$ cat config.mk
export PLATFORM = sky130hd
export DESIGN_NAME = state_matrix_loader
export DESIGN_NICKNAME = d
export VERILOG_FILES = /design/src/rtl/loong_pkg.sv /design/src/rtl/matrix_lane_writer.sv /design/src/rtl/state_matrix_loader.sv
export SDC_FILE = /design/constraint.sdc
export NUM_CORES = 1
export LEC_CHECK = 0
export CORE_ASPECT_RATIO = 1.75
export CORE_UTILIZATION = 48
export CTS_BUF_LIST = sky130_fd_sc_hd__clkbuf_8 sky130_fd_sc_hd__clkbuf_16
export CTS_CLUSTER_SIZE = 30
export DETAILED_ROUTE_END_ITERATION = 8
export PLACE_DENSITY = 0.79
export SLEW_MARGIN = 20
export SYNTH_ARGS = -nofsm -noshare
export SYNTH_HDL_FRONTEND = slang
export SYNTH_SLANG_ARGS = --single-unit
$ cat constraint.sdc
create_clock -name clck -period 1.7 [get_ports clck]
set_input_delay 0.17 -clock clck [delete_from_list [all_inputs] [get_ports clck]]
set_output_delay 0.17 -clock clck [all_outputs]
set_load 0.05 [all_outputs]
$ cat src/rtl/loong_pkg.sv
// Shared definitions for the state matrix loader: default geometry, cell type,
// loader FSM states and the fill-index to matrix-position mapping.
package loong_pkg;

  localparam int CELL_W_DEF = 4;
  localparam int DIM_DEF    = 4;

  typedef logic [CELL_W_DEF-1:0] cell_t;

  typedef enum logic [1:0] {
    IDLE,
    LOAD,
    HOLD
  } state_t;

  // Row-major keeps p = k; column-major transposes, which is its own inverse,
  // so the same function also maps a position back to its fill index.
  function automatic int fill_pos(input int k, input int col_major, input int dim = DIM_DEF);
    if (col_major != 0) begin
      return (k % dim) * dim + (k / dim);
    end
    return k;
  endfunction

endpackage

$ cat src/rtl/matrix_lane_writer.sv
// Staging register plus one DIM x DIM cell matrix; each write beat fills the
// LANES cells whose fill index falls in the current beat. Optional: KEY_XOR_EN.
module matrix_lane_writer
  import loong_pkg::*;
#(
  parameter int CELL_W    = CELL_W_DEF,
  parameter int DIM       = DIM_DEF,
  parameter int LANES     = 4,
  parameter int COL_MAJOR = 0,
  parameter int CNT_W     = 3
) (
  input  logic                      clck,
  input  logic                      rst,
  input  logic                      capture_en,
  input  logic                      write_en,
  input  logic [CNT_W-1:0]          cnt,
  input  logic [DIM*DIM*CELL_W-1:0] data_in,
  output logic [DIM*DIM*CELL_W-1:0] matrix
`ifdef KEY_XOR_EN
  ,
  output logic [DIM*DIM*CELL_W-1:0] matrix_next
`endif
);

  localparam int N = DIM * DIM;
  localparam int W = N * CELL_W;

  logic [W-1:0] stage_q, stage_d;
  logic [W-1:0] matrix_q, matrix_d;
  logic [W-1:0] src_cells;
  logic [N-1:0] hit;

  // Each position statically knows its fill index, hence its beat and source cell.
  for (genvar gi = 0; gi < N; gi++) begin : g_cell
    localparam int K   = fill_pos(gi, COL_MAJOR, DIM);
    localparam int SRC = N - 1 - K;
    localparam logic [CNT_W-1:0] BEAT = CNT_W'(K / LANES);
    assign hit[gi] = write_en && (cnt == BEAT);
    assign src_cells[gi*CELL_W +: CELL_W] = stage_q[SRC*CELL_W +: CELL_W];
  end

  always_comb begin
    stage_d = stage_q;
    if (capture_en) begin
      stage_d = data_in;
    end
  end

  always_comb begin
    matrix_d = matrix_q;
    for (int p = 0; p < N; p++) begin
      if (hit[p]) begin
        matrix_d[p*CELL_W +: CELL_W] = src_cells[p*CELL_W +: CELL_W];
      end
    end
  end

  always_ff @(posedge clck) begin
    if (!rst) begin
      stage_q  <= '0;
      matrix_q <= '0;
    end else begin
      stage_q  <= stage_d;
      matrix_q <= matrix_d;
    end
  end

  assign matrix = matrix_q;
`ifdef KEY_XOR_EN
  assign matrix_next = matrix_d;
`endif

endmodule

$ cat src/rtl/state_matrix_loader.sv
// Loads a text block and round key into DIM x DIM matrices, LANES cells per cycle,
// and holds them under out_valid/out_ready. Optional: KEY_XOR_EN adds xk_matrix.
module state_matrix_loader
  import loong_pkg::*;
#(
  parameter int CELL_W    = CELL_W_DEF,
  parameter int DIM       = DIM_DEF,
  parameter int LANES     = 4,
  parameter int COL_MAJOR = 0
) (
  input  logic                      clck,
  input  logic                      rst,
  input  logic                      in_valid,
  output logic                      in_ready,
  input  logic [DIM*DIM*CELL_W-1:0] text_in,
  input  logic [DIM*DIM*CELL_W-1:0] key_in,
  output logic                      out_valid,
  input  logic                      out_ready,
  output logic [DIM*DIM*CELL_W-1:0] txt_matrix,
  output logic [DIM*DIM*CELL_W-1:0] key_matrix,
  output logic                      busy
`ifdef KEY_XOR_EN
  ,
  output logic [DIM*DIM*CELL_W-1:0] xk_matrix
`endif
);

  localparam int N     = DIM * DIM;
  localparam int W     = N * CELL_W;
  localparam int BEATS = N / LANES;
  localparam int CNT_W = $clog2(BEATS) + 1;
  localparam logic [CNT_W-1:0] LAST_BEAT = CNT_W'(BEATS - 1);

  if ((LANES < 1) || (N % LANES != 0)) begin : g_bad_lanes
    $error("state_matrix_loader: LANES must divide DIM*DIM");
  end

  state_t           state_q, state_d;
  logic [CNT_W-1:0] cnt_q, cnt_d;
  logic             capture_en;
  logic             write_en;

  always_comb begin
    state_d    = state_q;
    cnt_d      = cnt_q;
    capture_en = 1'b0;
    write_en   = 1'b0;
    in_ready   = 1'b0;
    busy       = 1'b0;
    out_valid  = 1'b0;
    case (state_q)
      IDLE: begin
        in_ready = 1'b1;
        if (in_valid) begin
          capture_en = 1'b1;
          cnt_d      = '0;
          state_d    = LOAD;
        end
      end
      LOAD: begin
        busy     = 1'b1;
        write_en = 1'b1;
        cnt_d    = cnt_q + CNT_W'(1);
        if (cnt_q == LAST_BEAT) begin
          state_d = HOLD;
        end
      end
      HOLD: begin
        out_valid = 1'b1;
        if (out_ready) begin
          state_d = IDLE;
        end
      end
      default: state_d = IDLE;
    endcase
  end

  always_ff @(posedge clck) begin
    if (!rst) begin
      state_q <= IDLE;
      cnt_q   <= '0;
    end else begin
      state_q <= state_d;
      cnt_q   <= cnt_d;
    end
  end

`ifdef KEY_XOR_EN
  logic [W-1:0] txt_next, key_next;
  logic [W-1:0] xk_q, xk_d;
`endif

  matrix_lane_writer #(
    .CELL_W   (CELL_W),
    .DIM      (DIM),
    .LANES    (LANES),
    .COL_MAJOR(COL_MAJOR),
    .CNT_W    (CNT_W)
  ) u_txt (
    .clck       (clck),
    .rst        (rst),
    .capture_en (capture_en),
    .write_en   (write_en),
    .cnt        (cnt_q),
    .data_in    (text_in),
    .matrix     (txt_matrix)
`ifdef KEY_XOR_EN
    ,
    .matrix_next(txt_next)
`endif
  );

  matrix_lane_writer #(
    .CELL_W   (CELL_W),
    .DIM      (DIM),
    .LANES    (LANES),
    .COL_MAJOR(COL_MAJOR),
    .CNT_W    (CNT_W)
  ) u_key (
    .clck       (clck),
    .rst        (rst),
    .capture_en (capture_en),
    .write_en   (write_en),
    .cnt        (cnt_q),
    .data_in    (key_in),
    .matrix     (key_matrix)
`ifdef KEY_XOR_EN
    ,
    .matrix_next(key_next)
`endif
  );

`ifdef KEY_XOR_EN
  // Unwritten cells already hold txt^key, so XORing the whole next matrices is exact.
  always_comb begin
    xk_d = xk_q;
    if (write_en) begin
      xk_d = txt_next ^ key_next;
    end
  end

  always_ff @(posedge clck) begin
    if (!rst) begin
      xk_q <= '0;
    end else begin
      xk_q <= xk_d;
    end
  end

  assign xk_matrix = xk_q;
`endif

endmodule

==> flow_summary.yaml <==
clock_tree:
  cts_setup_buffers: 0
  clockBufferDepth: 3
  cts_root_buf: "clkbuf_16"
  cts_buffers: 24
  cts.sinks: 261
  clkTransAtPathRegs_ns: 0.06
  clk_latency_ns: 0.51
  cts_tree: "built"
  htreeDepth: 1
cells_and_area:
  filler_cell_count: 1685
  seqCellArea_sq_um: 5230
  multi_input_area_sq_um: 4260
  synthToLayoutAreaGrowth_pct: 34.5
  drive_gt1_frac: 0.101
  nets: 1382
place:
  dp_slack_ns: 0.0276
  gp_congestion: 0.800
  hpwl_microns: 16300
  port_buffers: 262
floorplanning:
  rows: 69
  start_util: 0.490
  die-area_sq_um: 21300
  chipHeight_microns: 192
  io-pin-count: 263
  fp.dieW_microns: 111
  core_sq_um: 20300
sta:
  relSlewSlack: 0.653
  grt_setup_unrepaired: "false"
  min_period_over_period: 0.946
  layout_setup_ws_ns: 0.0920
  hold_viol: 0
  fin_tns_setup_ns: 0
  fin_crit_ns: 1.61
  max_clock_freq_ghz: 0.622
  worstMarginPinSlew_ns: 0.523
  finalMaxSlewViolations: 0
  clock_skew_ns: 0.00529
  setup_viol: 0
drt:
  wl_per_cell_microns: 15.4
  drt_iter0_markers: 438
  viasPerCell: 4.99
  final_antenna_net_count: 0
  dr.pass1.iters: 4
  vias: 7541
  routed_wl_microns: 23300
  drc: 0
worst_setup_path:
  slowest_stage: "dfxtp_2"
  worst_setup_path_end_kind: "primary output"
  crit_required_ns: 1.53
  worst_setup_path_start_kind: "register"
  ff2ff_setup_slack_ns: 0.21
  worstPathMaxFanout: 8
  slowest_delay_ns: 0.39
  worst-endpoint-arrival_ns: 1.44
  critPathTopFamily: "flip-flops"
  timing.critical_path.buf_inv: 2
  cp_cell_sequence: "buf_4 -> nor2b_4 -> buf_12"
  worstSetupPathType: "reg2out"
synth:
  synth_compound_area_frac: 0.00378
  avgSynthCellArea_sq_um: 9.88
  synthTopCellsByArea: "dfxtp_1 (53%), mux2i_1 (26%), nand2_1 (15%)"
  ys_types: 22
  synth_top_cell_by_area: "dfxtp_1"
  synthAdderAreaFrac: 0.00629
  ys_warn_count: 0
  synth_nets: 1143
  ys_seq_elements: 261
  syn_inst: 1006
  synth_top_area_share: 0.526
  netlist_area_sq_um: 9940
  seq_area_frac_synth: 0.526
  synth-simple-area-share: 0.158
  synth_mux_area_frac: 0.258
  synthXorXnorAreaFrac: 0
  synth_top_family_by_area: "multiplexers"
run:
  drv_cap: 0
power_and_ir_drop:
  p_total_w: 0.0131
  ir_worst_vdd_v: 0.000892
  leakagePower_nw: 5.69
  powerDensity_nw_per_um2: 978
global_routing:
  grt_use_met1: 0.224
  antenna_found_initial: 2
  grtUsageMet3: 0.0383
  grt_pass1_vias: 7510
  overflow: 0
  met2_usage: 0.402
  grt_pass1_wl_microns: 37000
  grt_usage: 0.214
  grt_max_degree: 98
  top_usage_layer: "met2"
worst_hold_path:
  hold_path.class: "in2reg"
status:
  status: "finished, final reports clean"
## tightest hold or removal path, stage by stage
cell and delay, ns:
clkdlybuf4s50_1 0.39, nand2_1 0.05, mux2i_1 0.05
## flip-flops by register name, summed over array words and instances (netlist names)
signal / cells
state_q: 2
cnt_q: 3
u_txt.stage_q: 64
u_key.stage_q: 64
u_txt.matrix: 64
u_key.matrix: 64
## final timing paths
kind / from / to / cells past startpoint
setup / recovery: state_q[0] / busy / 3
hold / removal: key_in[33] / u_key.stage_q[33] / 3
setup reg to reg: cnt_q[0] / u_txt.matrix[44] / 5
hold reg to reg: u_txt.matrix[39] / u_txt.matrix[39] / 2
## metrics by stage
step	area, sq um	utilization	hold slack, ns	cells
after floorplan	9940	-	0.312	1006
after global placement	12700	0.624	0.443	1466
after detailed placement	12700	0.624	0.445	1466
after CTS	13400	0.659	0.183	1510
after global routing	13400	0.659	0.212	1512
final	13400	0.659	0.209	1512
## power by group
group,internal [W],total [W],switching [W]
registers,0.00636,0.00643,0.0000755
logic,0.000672,0.00136,0.000691
clock network,0.00306,0.00528,0.00223
## routing by layer
layer	part of all wire	routed length, microns
met1	0.37	8560
met2	0.53	12300
met3	0.051	1180
met4	0.055	1270
met5	0	0
## cell usage after synthesis (all sizes together)
| library cell | n |
|---|---|
| nand2 | 387 |
| dfxtp | 261 |
| mux2i | 256 |
| buf | 53 |
| clkbuf | 23 |
| ha | 5 |
| inv | 3 |
| nor3b | 3 |
| o31ai | 3 |
| and4bb | 2 |
| nor2b | 2 |
| o21a | 2 |
| or4bb | 2 |
| and3b | 1 |
| nand4b | 1 |
| nor2 | 1 |
| nor4bb | 1 |
## cells by family after synthesis
kind of cell / Yosys count
DFF: 261
muxes: 256
and+or+nand+nor: 400
buffers and inverters: 79
AOI/OAI and AO/OA: 5
adders and majority gates: 5
## repair_timing
item,CTS,global route
gates resized for setup,78,1
hold endpoints to repair,6,0
hold buffers,1,0
setup endpoints to repair,76,1
## placed cells by master (no fill, tap or decap)
cell type	n
mux2i_1	256
clkbuf_8	6
dfxtp_4	1
and4bb_2	2
buf_12	14
buf_8	1
nand2_1	387
o21a_1	2
dfxtp_2	1
inv_1	11
dlygate4sd3_1	1
o31ai_1	3
nor4bb_4	1
nor3b_2	1
clkbuf_16	25
bufinv_16	1
nor2b_1	1
buf_4	69
ha_1	5
dfxtp_1	259
nor2_1	1
clkdlybuf4s50_1	130
nor3b_1	2
and3b_2	1
nor2b_4	1
clkinv_2	3
or4bb_1	2
dlygate4sd2_1	74
nand4b_1	1
diode_2	2
## area by class of cell
| cell class | instances | share of cell area |
|---|---|---|
| flip-flops and latches | 261 | 0.391 |
| multi-input cells | 666 | 0.318 |
| repair buffers | 289 | 0.207 |
| clock buffers | 31 | 0.0530 |
| well taps | 248 | 0.0232 |
| clock inverters | 12 | 0.00561 |
| inverters | 3 | 0.000842 |
| diodes | 2 | 0.000374 |
Note: power is estimated with default switching activity, not from simulation.
